<file path="config.mk">
export PLATFORM = sky130hd
export DESIGN_NAME = rr_source_arbiter
export DESIGN_NICKNAME = d
export VERILOG_FILES = /design/src/rtl/rr_source_arbiter.sv
export SDC_FILE = /design/constraint.sdc
export NUM_CORES = 1
export LEC_CHECK = 0
export BUFFER_PORTS_ARGS = -buffer_cell sky130_fd_sc_hd__buf_2
export CAP_MARGIN = 20
export CORE_ASPECT_RATIO = 0.5
export CORE_MARGIN = 2
export CORE_UTILIZATION = 50
export CTS_CLUSTER_DIAMETER = 100
export DETAILED_ROUTE_END_ITERATION = 7
export PLACE_DENSITY = 0.69
export SLEW_MARGIN = 15
export SYNTH_ARGS = -nofsm -noshare
export SYNTH_HDL_FRONTEND = slang
export SYNTH_SLANG_ARGS = --single-unit
</file>
<file path="constraint.sdc">
create_clock -name clk -period 3.4 [get_ports clk]
set_input_delay 0.17 -clock clk [delete_from_list [all_inputs] [get_ports clk]]
set_output_delay 0.17 -clock clk [all_outputs]
set_load 0.05 [all_outputs]
</file>
<file path="src/rtl/rr_source_arbiter.sv">
// Round-robin arbiter for 8 sources driving the select of a downstream 8:1 mux.
// A grant is held through valid/ready handshakes, for up to BURST_LEN words, then priority rotates.
module rr_source_arbiter #(
  parameter int BURST_LEN = 4
) (
  input  logic       clk,
  input  logic       reset,
  input  logic [7:0] req,
  input  logic       out_ready,
  output logic [2:0] grant_sel,
  output logic [7:0] grant_onehot,
  output logic       out_valid,
  output logic [7:0] ack,
  output logic       busy
);

  typedef enum logic {IDLE, GRANT} state_t;

  state_t     state, state_nxt;
  logic [2:0] ptr, ptr_nxt;
  logic [7:0] bcnt, bcnt_nxt;
  logic [2:0] sel_nxt;
  logic [7:0] oh_nxt;
  logic       vld_nxt;
  logic       hs;
  logic       burst_more;
  logic [3:0] pick;
  logic [3:0] repick;

  // Returns {found, index} of the first set bit scanning p, p+1, ... p+7 (mod 8).
  function automatic logic [3:0] rr_pick(input logic [7:0] r, input logic [2:0] p);
    logic [3:0] res;
    logic [2:0] idx;
    res = '0;
    for (int k = 7; k >= 0; k--) begin
      idx = p + 3'(k);
      if (r[idx]) res = {1'b1, idx};
    end
    return res;
  endfunction

  assign hs         = out_valid & out_ready;
  assign burst_more = req[grant_sel] && (bcnt < 8'(BURST_LEN));
  assign pick       = rr_pick(req, ptr);
  // The finishing source is masked so it cannot win the immediate re-grant.
  assign repick     = rr_pick(req & ~(8'b1 << grant_sel), grant_sel + 3'd1);
  assign ack        = {8{hs}} & grant_onehot;

  always_comb begin
    state_nxt = state;
    ptr_nxt   = ptr;
    bcnt_nxt  = bcnt;
    sel_nxt   = grant_sel;
    oh_nxt    = grant_onehot;
    vld_nxt   = out_valid;
    case (state)
      IDLE: begin
        if (pick[3]) begin
          state_nxt = GRANT;
          sel_nxt   = pick[2:0];
          oh_nxt    = 8'b1 << pick[2:0];
          vld_nxt   = 1'b1;
          bcnt_nxt  = 8'd1;
        end
      end
      GRANT: begin
        if (hs) begin
          if (burst_more) begin
            bcnt_nxt = bcnt + 8'd1;
          end else begin
            ptr_nxt = grant_sel + 3'd1;
            if (repick[3]) begin
              sel_nxt  = repick[2:0];
              oh_nxt   = 8'b1 << repick[2:0];
              bcnt_nxt = 8'd1;
            end else begin
              state_nxt = IDLE;
              oh_nxt    = 8'h00;
              vld_nxt   = 1'b0;
              bcnt_nxt  = 8'd0;
            end
          end
        end
      end
    endcase
  end

  always_ff @(posedge clk or posedge reset) begin
    if (reset) begin
      state        <= IDLE;
      ptr          <= 3'd0;
      bcnt         <= 8'd0;
      grant_sel    <= 3'd0;
      grant_onehot <= 8'h00;
      out_valid    <= 1'b0;
      busy         <= 1'b0;
    end else begin
      state        <= state_nxt;
      ptr          <= ptr_nxt;
      bcnt         <= bcnt_nxt;
      grant_sel    <= sel_nxt;
      grant_onehot <= oh_nxt;
      out_valid    <= vld_nxt;
      busy         <= (state_nxt == GRANT);
    end
  end

endmodule
</file>
== Word level (Yosys, flattened, before mapping) ==
Index checks and enable logic that the tools add are counted.
Word-level totals
  flip-flop bits (word level): 24
  logic and storage cells: 135
  output and inout port bits: 21
Operators by class
  bitwise operators: 6
  reductions and logical operators: 6
  add/sub/neg operators: 16
  shift-type cells: 3
  multiplexer cells: 75
  equality and inequality tests: 5
  magnitude comparators: 18
Operators by type and width (count)
  3-bit by 4-bit < comparator with 1-bit output (second input constant): 17
  4-bit two-way mux: 16
  8-bit two-way mux: 7
  1-bit binary-select mux with 3-bit select: 17
  8-bit case mux with 2 select lines: 2
  1-bit two-way mux: 26
  3-bit adder (second input constant): 8
  1-bit by 3-bit << shifter with 8-bit output (first input constant): 3
  8-bit AND: 2
  3-bit by 2-bit adder with 3-bit output (second input constant): 4
  3-bit two-way mux: 4
  3-bit by 1-bit adder with 3-bit output (second input constant): 3
  8-bit by 1-bit adder with 8-bit output (second input constant): 1
  8-bit by 3-bit < comparator with 1-bit output (second input constant): 1
  8-bit NOT: 1
  4-bit AND reduction: 2
  2-bit != test (second input constant): 3
  3-bit case mux with 2 select lines: 1
  3-bit AND reduction: 2
  2-bit by 1-bit != test with 1-bit output (second input constant): 2
  1-bit case mux with 2 select lines: 2
  1-bit NOT: 2
  2-bit AND reduction: 1
  1-bit AND: 1
  1-bit logical AND: 1

== Depth between registers and ports, before layout ==
  word-level depth: 18
  gate-level depth with buffers: 14

== Worst setup path after synthesis ==
No wires, ideal clock.
  kind: register to register
  from: reg grant_sel[0]
  to: reg grant_onehot[0]
  setup time: 0.126 ns
  path buffers: 3
  data arrival time: 3.583 ns
  path slack: -0.309 ns
  data required time: 3.274 ns
  period minus slack after synthesis: 3.709 ns
  cell stages (with the launch flop): 14
  path through: dfrtp_1 > buf_6 > buf_6 > inv_1 > ha_1 > buf_2 > xnor2_2 > nor2_1 > a22oi_1 > nand2_1 > or4_4 > nor2b_4 > and2_4 > a221o_1
On the way
  word-level cells in the longest chain between the ends: 18
  elaborated cells on any way between the ends: 45
  those cells by class: 8 x add/sub; 1 x eq/ne; 2 x shift; 30 x mux; 2 x bitwise; 2 x reduce/logical
RTL lines
  from (decl): line 10  | output logic [2:0] grant_sel,
  from (signal assigned): line 101  | grant_sel <= sel_nxt;
  branches (longest 18 deep; another with 3-bit by 1-bit adder with 3-bit output)
  to (signal assigned): line 102  | grant_onehot <= oh_nxt;
  to (decl): line 11  | output logic [7:0] grant_onehot,
Several ways; the timed one is not identified. The select of a mux whose other input is x is not followed.
A chain may end at the register's enable or synchronous reset.

== Final worst setup path ==
  from: reg grant_sel[0]
  to: reg grant_onehot[3]
The elaborated chain is that of the path after synthesis.

==> impl_metrics.json <==
{
  "synthArstFlopShare_pct": 100.0,
  "grt.total_usage_pct": 25.67,
  "place_hpwl_mm": 6.950,
  "chipWidth_um": 118.4,
  "area_delta_synth_final_pct": 15.35,
  "ant_nets": 0,
  "dieArea_um2": 7241,
  "htree_levels": 1,
  "n_antenna_cell": 0,
  "drtIter0Drc": 215,
  "synthesis.area_um2": 3269,
  "post_drt_wl_per_cell_um": 18.60,
  "hold_slack_ns": 0.1023,
  "num_io_pins": 32,
  "rows": 20,
  "final_cell_count_no_fill": 497,
  "cts.sinks": 24,
  "first_pass_iters": 5,
  "synth_common_cells": "31 x nor2_1, 29 x nand2_1, 24 x dfrtp_1, 19 x o211ai_1, 17 x a21oi_1",
  "setup_ws_ns": 0.1076,
  "status": "finished clean",
  "hold_class": "in2async",
  "syn-instance-count": 374,
  "fin_skew_ns": 0.005299,
  "numPortBuffers": 31,
  "route.detailed.drc": 0,
  "postCtsHoldBufs": 0,
  "dpl-instance-area_um2": 3575,
  "root_buffer": "clkbuf_16",
  "ys_seq_elements": 24,
  "initial_core_util_pct": 52.89,
  "final-max-slew-violation-count": 0,
  "synth_top_area_share_pct": 18.37,
  "worstSkewPairLatency_ns": 0.26,
  "drive_gt1_share_pct": 30.07,
  "worstMarginPinSlew_ns": 0.9132,
  "synth_top_flop_cell": "dfrtp_1",
  "start_kind": "flip-flop",
  "maxCapViolCount": 0,
  "max_slew_margin_pct": 39.05,
  "syn_nets": 395,
  "stdcell_area_um2": 3771,
  "ys_top_cells_by_area": "dfrtp_1 18%, mux4_2 10%, mux2_2 4.5%, o211ai_1 4.4%, mux2i_1 4.3%",
  "core_um2": 6181,
  "grt_start_max_net_pins": 34,
  "synth-edff-count": 0,
  "grt_pass1_wl_mm": 14.99,
  "path_clk_slew_ns": 0.06,
  "dp_cells": 486,
  "cts_buffers": 3,
  "crit_type": "reg2reg",
  "num_vias": 3257,
  "min_period_over_period_pct": 96.83,
  "cp_max_fo": 6,
  "syn_avg_cell_area_um2": 8.742,
  "clock_path_buffers": 2,
  "grt_overflow": 0,
  "antenna_found_initial": 0,
  "die_h_um": 61.18,
  "max_freq_ghz": 0.3037,
  "final_nets": 431,
  "fin_crit_ns": 3.292,
  "synth_seq_area_share_pct": 18.37,
  "yosysMostFrequentCell": "nor2_1",
  "gp_congestion": 0.9639,
  "critPathRequiredTime_ns": 3.54,
  "synth_warnings": 0,
  "hold_viol": 0,
  "pre_cts_ws_ns": -0.05984,
  "end_kind": "flip-flop",
  "vias_per_cell": 6.553,
  "cts_tree": "built",
  "cp.arrival_ns": 3.43,
  "synth_top_area_cell": "dfrtp_1",
  "setup_viol": 0,
  "synth.distinct_cells": 80,
  "wl_mm": 9.244,
  "grt_pass1_vias": 3012
}
path summary, 6_finish.rpt:
kind                                          startpoint  cells past startpoint  slack (ns)                           to
worst max-delay path            grant_sel[0]$_DFFE_PP0P_                     11        0.11  grant_onehot[3]$_DFFE_PP0P_
worst max register to register  grant_sel[0]$_DFFE_PP0P_                     11        0.11  grant_onehot[3]$_DFFE_PP0P_
worst min register to register       bcnt[7]$_DFFE_PP0P_                      2        0.52          bcnt[7]$_DFFE_PP0P_
min in group clk                               out_ready                      5        0.48          bcnt[0]$_DFFE_PP0P_
worst min-delay path                               reset                      2        0.10  grant_onehot[0]$_DFFE_PP0P_
max in group asynchronous                          reset                      2        2.68     grant_sel[0]$_DFFE_PP0P_
worst max-delay path, cell delays in order, from the launching register on:
cell and delay [ns]:
dfrtp_2 0.45, ha_2 0.23, ha_4 0.31, clkbuf_2 0.17, xnor2_1 0.11, a311oi_1 0.29, a22oi_1 0.17, o21bai_1 0.22
or4_4 0.56, nor2b_4 0.16, nor2b_1 0.18, a221o_1 0.32
stage by stage:
step	setup TNS [ns]	util (%)
2_1_floorplan	0	-
3_3_place_gp	-0.04932	57.83
3_5_place_dp	-0.2508	57.83
4_1_cts	0	59.51
5_1_grt	-0.09085	61.01
6_report	0	61.01
per-layer routing:
| layer | GRT usage [%] | wire length (um) | vias up |
|---|---|---|---|
| met5 | 0 | 0 | - |
| met4 | 6.024 | 125 | 0 |
| met3 | 4.444 | 669 | 14 |
| met2 | 43.60 | 4251 | 126 |
| met1 | 35.24 | 4198 | 1586 |
| li1 | - | - | 1531 |
layout by cell type, fill, tap and decap left out, drive strengths merged, types with 3 or more instances in the layout:
cell    instances
nand3           7
o211ai         19
mux2           14
nand2          30
a311oi          6
o311ai          3
nor2           31
a21o            3
o21ai          21
nor3            6
xnor2           5
a211oi          8
dfrtp          24
a31oi           4
clkbuf          5
nor2b           7
or4             3
a221o           6
nand2b          5
a21oi          17
nor3b           3
a21boi          4
buf            55
a22oi           3
mux4           15
and3           10
mux2i          15
o221ai          5
inv            12
ha             10
o31ai           3
xor2            6
cells by family after synthesis:
family,after synthesis,synth area share [%]
AND/OR/NAND/NOR,120,19.40
XOR/XNOR,11,3.406
AO/OA/AOI/OAI,127,29.05
buffers and inverters,38,5.702
flip-flops,24,18.37
adder cells (fa/ha/maj),10,3.827
multiplexers,44,20.24
flip-flops by register name (all words and copies together) (netlist names):
signal,count
grant_sel,3
ptr,3
grant_onehot,8
bcnt,8
out_valid,1
state,1
layout make-up:
class / instances / area [um2]
fill: 534 / 2410
tap: 88 / 110.1
timing repair buffer: 56 / 347.8
sequential: 24 / 604.3
inverter: 13 / 52.55
multi-input combinational: 312 / 2577
clock buffer: 4 / 78.83
repair_timing:
| action | in CTS | in global routing |
|---|---|---|
| endpoints found under the hold margin | 0 | 0 |
| endpoints found under the setup margin | 10 | 10 |
| gates resized for setup | 5 | 10 |
| pin swaps | 0 | 4 |
| setup buffers | 0 | 7 |
Power is left out: the tool's default activity adds up to more than one toggle a clock period on the data nets, which glitch-free logic cannot reach.
